### src/rtl/dmem_arbiter_if.sv
// dmem_arbiter_if
//   Bundles the three buses around the data-memory arbiter:
//   pipeline MEM-stage port (i_p_* / o_p_*), debug dump stream
//   (i_halted, i_d_* / o_d_*) and the single-port memory (o_mem_* / i_mem_rdata).
//   Signal names carry the arbiter's point of view.
//   modport slave  : the arbiter side
//   modport master : the surrounding system (pipeline, debug unit, memory)
interface dmem_arbiter_if #(
    parameter int NB_DATA = 32,
    parameter int NB_ADDR = 7
);
    logic               i_p_req;
    logic               i_p_read;
    logic               i_p_write;
    logic [NB_ADDR-1:0] i_p_addr;
    logic [NB_DATA-1:0] i_p_wdata;
    logic [NB_DATA-1:0] o_p_rdata;
    logic               o_p_stall;

    logic               i_halted;
    logic               i_d_start;
    logic               i_d_ready;
    logic [NB_DATA-1:0] o_d_data;
    logic               o_d_valid;
    logic               o_d_busy;
    logic               o_d_done;

    logic               o_mem_enable;
    logic               o_mem_read;
    logic               o_mem_write;
    logic [NB_ADDR-1:0] o_mem_addr;
    logic [NB_DATA-1:0] o_mem_wdata;
    logic [NB_DATA-1:0] i_mem_rdata;

    modport slave (
        input  i_p_req, i_p_read, i_p_write, i_p_addr, i_p_wdata,
        output o_p_rdata, o_p_stall,
        input  i_halted, i_d_start, i_d_ready,
        output o_d_data, o_d_valid, o_d_busy, o_d_done,
        output o_mem_enable, o_mem_read, o_mem_write, o_mem_addr, o_mem_wdata,
        input  i_mem_rdata
    );

    modport master (
        output i_p_req, i_p_read, i_p_write, i_p_addr, i_p_wdata,
        input  o_p_rdata, o_p_stall,
        output i_halted, i_d_start, i_d_ready,
        input  o_d_data, o_d_valid, o_d_busy, o_d_done,
        input  o_mem_enable, o_mem_read, o_mem_write, o_mem_addr, o_mem_wdata,
        output i_mem_rdata
    );
endinterface

### src/rtl/dmem_arbiter.sv
// dmem_arbiter
//   Shares the single-port data memory between the pipeline MEM stage and
//   the debug unit. In IDLE the pipeline drives the memory combinationally.
//   While the core is halted a start pulse launches a sweep of all N_WORDS
//   words, each handed out on a valid/ready stream.
// Ports
//   i_clock : system clock, rising edge
//   i_reset : asynchronous, active-high reset
//   bus     : dmem_arbiter_if.slave (pipeline, debug stream, memory)
//
// state | meaning
// ------+--------------------------------------------------------------
// IDLE  | pipeline owns memory, pass-through, no stall
// READ  | memory read of word cnt; data captured at the next edge
// WAIT  | word held on o_d_data/o_d_valid until i_d_ready
// DONE  | one-cycle o_d_done pulse after the last word was accepted
module dmem_arbiter #(
    parameter int NB_DATA = 32,
    parameter int NB_ADDR = 7,
    parameter int N_WORDS = 128
) (
    input  logic            i_clock,
    input  logic            i_reset,
    dmem_arbiter_if.slave   bus
);

    typedef enum logic [1:0] {
        S_IDLE,
        S_READ,
        S_WAIT,
        S_DONE
    } state_t;

    localparam logic [NB_ADDR-1:0] LAST_ADDR = NB_ADDR'(N_WORDS - 1);

    state_t             state, state_next;
    logic [NB_ADDR-1:0] cnt, cnt_next;
    logic [NB_DATA-1:0] d_data, d_data_next;
    logic               d_valid, d_valid_next;

    always_ff @(posedge i_clock or posedge i_reset) begin
        if (i_reset) begin
            state   <= S_IDLE;
            cnt     <= '0;
            d_data  <= '0;
            d_valid <= 1'b0;
        end else begin
            state   <= state_next;
            cnt     <= cnt_next;
            d_data  <= d_data_next;
            d_valid <= d_valid_next;
        end
    end

    always_comb begin
        state_next       = state;
        cnt_next         = cnt;
        d_data_next      = d_data;
        d_valid_next     = d_valid;
        bus.o_mem_enable = 1'b0;
        bus.o_mem_read   = 1'b0;
        bus.o_mem_write  = 1'b0;
        bus.o_mem_addr   = '0;
        bus.o_mem_wdata  = '0;
        // Outside IDLE any pipeline request is blocked.
        bus.o_p_stall    = bus.i_p_req;

        case (state)
            S_IDLE: begin
                bus.o_mem_enable = bus.i_p_req;
                bus.o_mem_read   = bus.i_p_read;
                bus.o_mem_write  = bus.i_p_write;
                bus.o_mem_addr   = bus.i_p_addr;
                bus.o_mem_wdata  = bus.i_p_wdata;
                bus.o_p_stall    = 1'b0;
                // A pipeline access sampled together with the start still
                // completes this cycle; the sweep begins next cycle.
                if (bus.i_d_start && bus.i_halted) begin
                    state_next = S_READ;
                    cnt_next   = '0;
                end
            end
            S_READ: begin
                bus.o_mem_enable = 1'b1;
                bus.o_mem_read   = 1'b1;
                bus.o_mem_addr   = cnt;
                if (!bus.i_halted) begin
                    state_next   = S_IDLE;
                    cnt_next     = '0;
                    d_valid_next = 1'b0;
                end else begin
                    // Memory has refreshed rdata on the falling edge.
                    d_data_next  = bus.i_mem_rdata;
                    d_valid_next = 1'b1;
                    state_next   = S_WAIT;
                end
            end
            S_WAIT: begin
                if (!bus.i_halted) begin
                    state_next   = S_IDLE;
                    cnt_next     = '0;
                    d_valid_next = 1'b0;
                end else if (bus.i_d_ready) begin
                    d_valid_next = 1'b0;
                    // Terminal compare before increment: cnt never wraps.
                    if (cnt == LAST_ADDR) begin
                        state_next = S_DONE;
                    end else begin
                        cnt_next   = cnt + NB_ADDR'(1);
                        state_next = S_READ;
                    end
                end
            end
            S_DONE: begin
                state_next = S_IDLE;
                cnt_next   = '0;
            end
            default: begin
                state_next   = S_IDLE;
                cnt_next     = '0;
                d_valid_next = 1'b0;
            end
        endcase
    end

    assign bus.o_p_rdata = bus.i_mem_rdata;
    assign bus.o_d_data  = d_data;
    assign bus.o_d_valid = d_valid;
    assign bus.o_d_busy  = (state != S_IDLE);
    assign bus.o_d_done  = (state == S_DONE);

endmodule
### src/flat_wrapper.sv
// flat-port wrapper written by rule: the top's interface ports become plain ports
module dmem_arbiter_flat 
#(
    parameter int NB_DATA = 32,
    parameter int NB_ADDR = 7,
    parameter int N_WORDS = 128
)
  (i_clock, i_reset, bus_i_p_req, bus_i_p_read, bus_i_p_write, bus_i_p_addr, bus_i_p_wdata, bus_o_p_rdata, bus_o_p_stall, bus_i_halted, bus_i_d_start, bus_i_d_ready, bus_o_d_data, bus_o_d_valid, bus_o_d_busy, bus_o_d_done, bus_o_mem_enable, bus_o_mem_read, bus_o_mem_write, bus_o_mem_addr, bus_o_mem_wdata, bus_i_mem_rdata);
  dmem_arbiter_if #(.NB_DATA(NB_DATA), .NB_ADDR(NB_ADDR)) bus_i ();
  input  logic i_clock;
  input  logic i_reset;
  input wire logic [$bits(bus_i.i_p_req)-1:0] bus_i_p_req;
  input wire logic [$bits(bus_i.i_p_read)-1:0] bus_i_p_read;
  input wire logic [$bits(bus_i.i_p_write)-1:0] bus_i_p_write;
  input wire logic [$bits(bus_i.i_p_addr)-1:0] bus_i_p_addr;
  input wire logic [$bits(bus_i.i_p_wdata)-1:0] bus_i_p_wdata;
  output wire logic [$bits(bus_i.o_p_rdata)-1:0] bus_o_p_rdata;
  output wire logic [$bits(bus_i.o_p_stall)-1:0] bus_o_p_stall;
  input wire logic [$bits(bus_i.i_halted)-1:0] bus_i_halted;
  input wire logic [$bits(bus_i.i_d_start)-1:0] bus_i_d_start;
  input wire logic [$bits(bus_i.i_d_ready)-1:0] bus_i_d_ready;
  output wire logic [$bits(bus_i.o_d_data)-1:0] bus_o_d_data;
  output wire logic [$bits(bus_i.o_d_valid)-1:0] bus_o_d_valid;
  output wire logic [$bits(bus_i.o_d_busy)-1:0] bus_o_d_busy;
  output wire logic [$bits(bus_i.o_d_done)-1:0] bus_o_d_done;
  output wire logic [$bits(bus_i.o_mem_enable)-1:0] bus_o_mem_enable;
  output wire logic [$bits(bus_i.o_mem_read)-1:0] bus_o_mem_read;
  output wire logic [$bits(bus_i.o_mem_write)-1:0] bus_o_mem_write;
  output wire logic [$bits(bus_i.o_mem_addr)-1:0] bus_o_mem_addr;
  output wire logic [$bits(bus_i.o_mem_wdata)-1:0] bus_o_mem_wdata;
  input wire logic [$bits(bus_i.i_mem_rdata)-1:0] bus_i_mem_rdata;
  assign bus_i.i_p_req = bus_i_p_req;
  assign bus_i.i_p_read = bus_i_p_read;
  assign bus_i.i_p_write = bus_i_p_write;
  assign bus_i.i_p_addr = bus_i_p_addr;
  assign bus_i.i_p_wdata = bus_i_p_wdata;
  assign bus_o_p_rdata = bus_i.o_p_rdata;
  assign bus_o_p_stall = bus_i.o_p_stall;
  assign bus_i.i_halted = bus_i_halted;
  assign bus_i.i_d_start = bus_i_d_start;
  assign bus_i.i_d_ready = bus_i_d_ready;
  assign bus_o_d_data = bus_i.o_d_data;
  assign bus_o_d_valid = bus_i.o_d_valid;
  assign bus_o_d_busy = bus_i.o_d_busy;
  assign bus_o_d_done = bus_i.o_d_done;
  assign bus_o_mem_enable = bus_i.o_mem_enable;
  assign bus_o_mem_read = bus_i.o_mem_read;
  assign bus_o_mem_write = bus_i.o_mem_write;
  assign bus_o_mem_addr = bus_i.o_mem_addr;
  assign bus_o_mem_wdata = bus_i.o_mem_wdata;
  assign bus_i.i_mem_rdata = bus_i_mem_rdata;
  dmem_arbiter #(.NB_DATA(NB_DATA), .NB_ADDR(NB_ADDR), .N_WORDS(N_WORDS)) u_core (.i_clock(i_clock), .i_reset(i_reset), .bus(bus_i));
endmodule
### config.mk
export PLATFORM = sky130hd
export DESIGN_NAME = dmem_arbiter_flat
export DESIGN_NICKNAME = d
export VERILOG_FILES = /design/src/rtl/dmem_arbiter_if.sv /design/src/rtl/dmem_arbiter.sv /design/src/flat_wrapper.sv
export SDC_FILE = /design/constraint.sdc
export NUM_CORES = 1
export LEC_CHECK = 0
export ABC_AREA = 1
export BUFFER_PORTS_ARGS = -buffer_cell sky130_fd_sc_hd__buf_2
export CAP_MARGIN = 20
export CORE_MARGIN = 3
export CORE_UTILIZATION = 36
export DETAILED_ROUTE_END_ITERATION = 16
export PLACE_DENSITY = 0.82
export SKIP_LAST_GASP = 1
export SLEW_MARGIN = 25
export SYNTH_ARGS = -nofsm -noshare
export SYNTH_HDL_FRONTEND = slang
export SYNTH_SLANG_ARGS = --single-unit
### constraint.sdc
create_clock -name i_clock -period 1.3 [get_ports i_clock]
set_input_delay 0.26 -clock i_clock [delete_from_list [all_inputs] [get_ports i_clock]]
set_output_delay 0.26 -clock i_clock [all_outputs]
set_load 0.01 [all_outputs]
Word-level counts from Yosys, hierarchy flattened:

Index checks and enable logic that the tools add are counted.

* add/subtract/negate cells: 1
* eq/ne operators: 8
* multiplexer cells: 22
* reduce and logical (&&, ||, !) cells: 8

Operator list (count)
* two-way mux 7 bit: 5
* two-way mux 32 bit: 1
* case mux 7 bit (4 select lines): 1
* case mux 7 bit (2 select lines): 1
* two-way mux 2 bit: 5
* case mux 2 bit (4 select lines): 1
* adder 7 x 1 -> 7 bit (second input constant): 1
* equality test 7 bit (second input constant): 1
* != test 3 bit (second input constant): 2
* case mux 1 bit (2 select lines): 3
* AND reduction 2 bit: 3
* two-way mux 1 bit: 5
* equality test 2 bit (second input constant): 2
* AND reduction 4 bit: 1
* nonzero test 2 bit: 2
* equality test 2 x 1 -> 1 bit (second input constant): 1
* zero test 2 bit: 1
* != test 2 x 1 -> 1 bit (second input constant): 1
* != test 2 bit (second input constant): 1
* logical AND 1 bit: 1

* register bits: 42
* input bits: 79
* output and inout bits: 110
* word-level logic and storage cells: 43

Longest topological paths before layout:

* word-level depth: 5
* depth in mapped cells: 9
* gate-level depth less buffers: 8

Least setup slack after synthesis:

Ideal clock, no wire load.

* path type: flip-flop to output port
* start point: reg u_core.state[0]
* end point: out bus_o_mem_wdata[22]
* arrival: 1.180 ns
* required time: 1.040 ns
* slack: -0.140 ns
* cell stages (with the launch flop): 6
* cell sequence: dfrtp_1 > buf_6 > nor2_2 > inv_2 > buf_6 > nor2_1

* word-level cells in the longest chain between the ends: 2

RTL lines
* start: declaration: RTL line dmem_arbiter.sv:36 `state_t state, state_next;`
* start signal: assignment: RTL line dmem_arbiter.sv:48 `state <= state_next;`
* zero test 2 bit: RTL line dmem_arbiter.sv:68 `case (state)`
* two-way mux 32 bit: RTL line dmem_arbiter.sv:68
* end: declaration: RTL line flat_wrapper.sv:30 `output wire logic [$bits(bus_i.o_mem_wdata)-1:0] bus_o_mem_wdata;`

No other way between the ends.

Worst setup path in the final report:

* start point: reg u_core.state[1]
* end point: out bus_o_mem_addr[1]

* word-level cells in the longest chain between the ends: 2
* elaborated cells on any way between the ends: 3
* classes of those cells: eq/ne: 1; mux: 1; reduce/logical: 1

RTL lines
* equality test 2 x 1 -> 1 bit or zero test 2 bit (tied branches): RTL line dmem_arbiter.sv:68
* case mux 7 bit (2 select lines) *: RTL line dmem_arbiter.sv:68
* end: declaration: RTL line flat_wrapper.sv:29 `output wire logic [$bits(bus_i.o_mem_addr)-1:0] bus_o_mem_addr;`

Mark *: on every way between the ends. The rest lies on a longest branch, timed or not.

==> flow_metrics.py <==
metrics = {
    "worst_setup_path": {
        "worst-path-stages": 6,
        "start_kind": "flip-flop",
        "crit_type": "reg -> out",
        "cpPeakStageDelay_ps": 420,
        "critPathMaxFanout": 5,
        "endpoint_kind": "output port",
        "cp_num_buf_inv": 4,
        "r2r_cells": 9,
        "cpLargestDelayFamily": "buffers and inverters",
        "path_cells": "buf_6 > inv_6 > buf_6 > nand3_1 > nand2_1 > buf_2",
        "path_common_cell": "buf_6",
        "critPathRequiredTime_ps": 1040,
        "cpMaxStageDelayCell": "dfrtp_1",
        "cp.arrival_ps": 1290,
    },
    "placed_design": {
        "dpl_cell_area_um2": 3340,
        "place.gp.congestion": 0.883,
        "place_inst": 587,
        "dp_hpwl_mm": 5.48,
        "io_buffers": 188,
    },
    "die": {
        "core_area_um2": 6530,
        "initial_core_util_pct": 38.0,
        "ios": 189,
        "num_rows": 29,
        "die_w_um": 89.1,
        "dieArea_um2": 7940,
        "die_h_um": 89.1,
    },
    "cts": {
        "clk_latency_ps": 290,
        "clock_path_buffers": 2,
        "cts_sinks": 42,
        "numCtsBuffers": 5,
        "htree_levels": 2,
        "path_clk_slew_ps": 80,
        "clockRootBuffer": "clkbuf_8",
        "cts_tree": "built",
        "hold_buffers": 0,
    },
    "sta": {
        "period_minus_slack_ps": 1550,
        "fin_ws_ps": -248,
        "setup_viol": 85,
        "worstMarginPinSlew_ps": 287,
        "drv_slew": 0,
        "rsz0062_at_grt": "true",
        "whs_ps": 5.95,
        "slew_headroom_pct": 80.9,
        "final_hold_viol_count": 0,
        "period_share_pct": 119,
        "clock_skew_ps": 4.15,
        "fmax_ghz": 0.646,
    },
    "route": {
        "wire_per_inst_um": 12.7,
        "drt-total-wl_mm": 7.70,
        "drc_errors": 0,
        "via_count": 2746,
        "drt_iter0_drc": 157,
        "firstDrtPassIters": 4,
        "final_antenna_net_count": 0,
        "viasPerCell": 4.54,
    },
    "final_layout": {
        "layout-drive-gt1-share_pct": 55.5,
        "mostFrequentLayoutCell": "buf_2",
        "finalNonFillerCells": 605,
        "final_cell_mix": "buf_2 (188), nand2_1 (96), inv_1 (43), dfrtp_1 (42), nor2_1 (34)",
        "num-nets-final": 608,
        "antenna_cells": 0,
        "final_cell_area_um2": 3880,
        "final_util_pct": 59.5,
        "n_fill_cell": 564,
        "syn2layout_area_growth_pct": 56.3,
    },
    "grt": {
        "grt_use_total_pct": 17.9,
        "grt_pass1_vias": 2364,
        "antenna_found_initial": 0,
        "grt_pass1_wl_mm": 11.0,
        "grt_max_degree": 36,
        "grt_remaining_overflow": 0,
    },
    "power_and_ir_drop": {
        "p_total_w": 0.00734,
        "peakVddDrop_uv": 1070,
        "powerDensity_nw_per_um2": 1890,
        "leakage_nw": 2.46,
    },
    "synth": {
        "syn-num-nets": 430,
        "synth_top_cells_by_area": "dfrtp_1 (42%), nand2_1 (21%), buf_4 (11%), inv_1 (6.6%), nor2_1 (6.5%)",
        "syn_inst": 350,
        "yosysSeqAreaShare_pct": 42.3,
        "synth_seq_cells": 42,
        "post-synth-top-area-cell": "dfrtp_1",
        "syn_area_per_cell_um2": 7.10,
        "yosys_warnings": 0,
        "yosysUniqueCellTypes": 20,
        "netlist.area_leader.share_pct": 42.3,
        "synth_area_um2": 2480,
    },
    "outcome": {
        "outcome": "finished, violations left",
        "violations": "negative setup slack",
    },
    "job": {
        "drv_cap": 0,
    },
    "min_path": {
        "hp-class": "in -> async",
    },
}
[worst min-delay path, stage by stage]
cell	delay [ps]
buf_2	100
inv_1	60
buf_4	260
[layer usage]
metal | vias up | track usage, % | routed length (µm) | share of wire, %
met3 | 6 | 3.50 | 786 | 10
met2 | 160 | 32.7 | 3920 | 51
li1 | 1352 | - | - | -
met1 | 1228 | 21.0 | 2910 | 38
met4 | 0 | 5.28 | 83 | 1.1
met5 | - | 0 | 0 | 0
[kinds of logic after synthesis]
| group | Yosys count | synth area share, % |
|---|---|---|
| simple gates | 205 | 33.6 |
| compound gates | 13 | 2.72 |
| flops | 42 | 42.3 |
| buf+inv | 89 | 20.9 |
| fa+ha+maj | 1 | 0.503 |
[registers in the layout, summed over array words and instances, names as in the netlist]
signal / cells
u_core.cnt: 7
u_core.bus.o_d_data: 32
u_core.bus.o_d_valid: 1
u_core.state: 2
[through the flow]
stage | TNS, ps | setup slack (ps)
floorplan | -611 | -29.1
global placement | -1930 | -38.8
detailed placement | -4310 | -92.2
CTS | -13180 | -246
global route | -19640 | -329
finish | -12290 | -248
[Yosys cell counts (all sizes together)]
cell type / n
a21oi: 5
buf: 42
dfrtp: 42
ha: 1
inv: 47
nand2: 146
nand3: 9
nand4: 1
nor2: 48
nor3b: 1
o21ai: 7
o21bai: 1
[power breakdown]
part,total [W],switching [W],leakage [nW],internal (W)
clock,0.00104,0.000424,0.0573,0.000614
combinational,0.00419,0.00241,1.87,0.00178
sequential,0.00211,0.000294,0.535,0.00182
[final cells by class]
type | count | area, µm² | area share [%]
Clock inverter | 1 | 30.0 | 0.773
Inverter | 47 | 191 | 4.93
Tap cell | 77 | 96.3 | 2.48
Timing Repair Buffer | 213 | 1260 | 32.4
Clock buffer | 6 | 82.6 | 2.13
Sequential cell | 42 | 1050 | 27.1
Multi-Input combinational cell | 219 | 1180 | 30.3
[what timing repair did]
| action | in CTS | in global routing |
|---|---|---|
| gates resized for setup | 53 | 42 |
| setup buffers | 8 | 1 |
| pin swaps | 36 | 17 |
| gates cloned | 4 | 0 |
| setup endpoints to repair | 84 | 87 |
[path summary, 6_finish.rpt]
check                                         from                      end  slack (ps)
hold / removal                             i_reset   u_core.bus.o_d_data[6]           6
hold reg to reg            u_core.bus.o_d_data[26]  u_core.bus.o_d_data[26]         480
max in group asynchronous                  i_reset  u_core.bus.o_d_data[26]        1050
min in group i_clock            bus_i_mem_rdata[4]   u_core.bus.o_d_data[4]         180
setup reg to reg                   u_core.state[0]            u_core.cnt[1]        -120
setup / recovery                   u_core.state[1]        bus_o_mem_addr[1]        -250
Note: power is estimated with default switching activity, not from simulation.
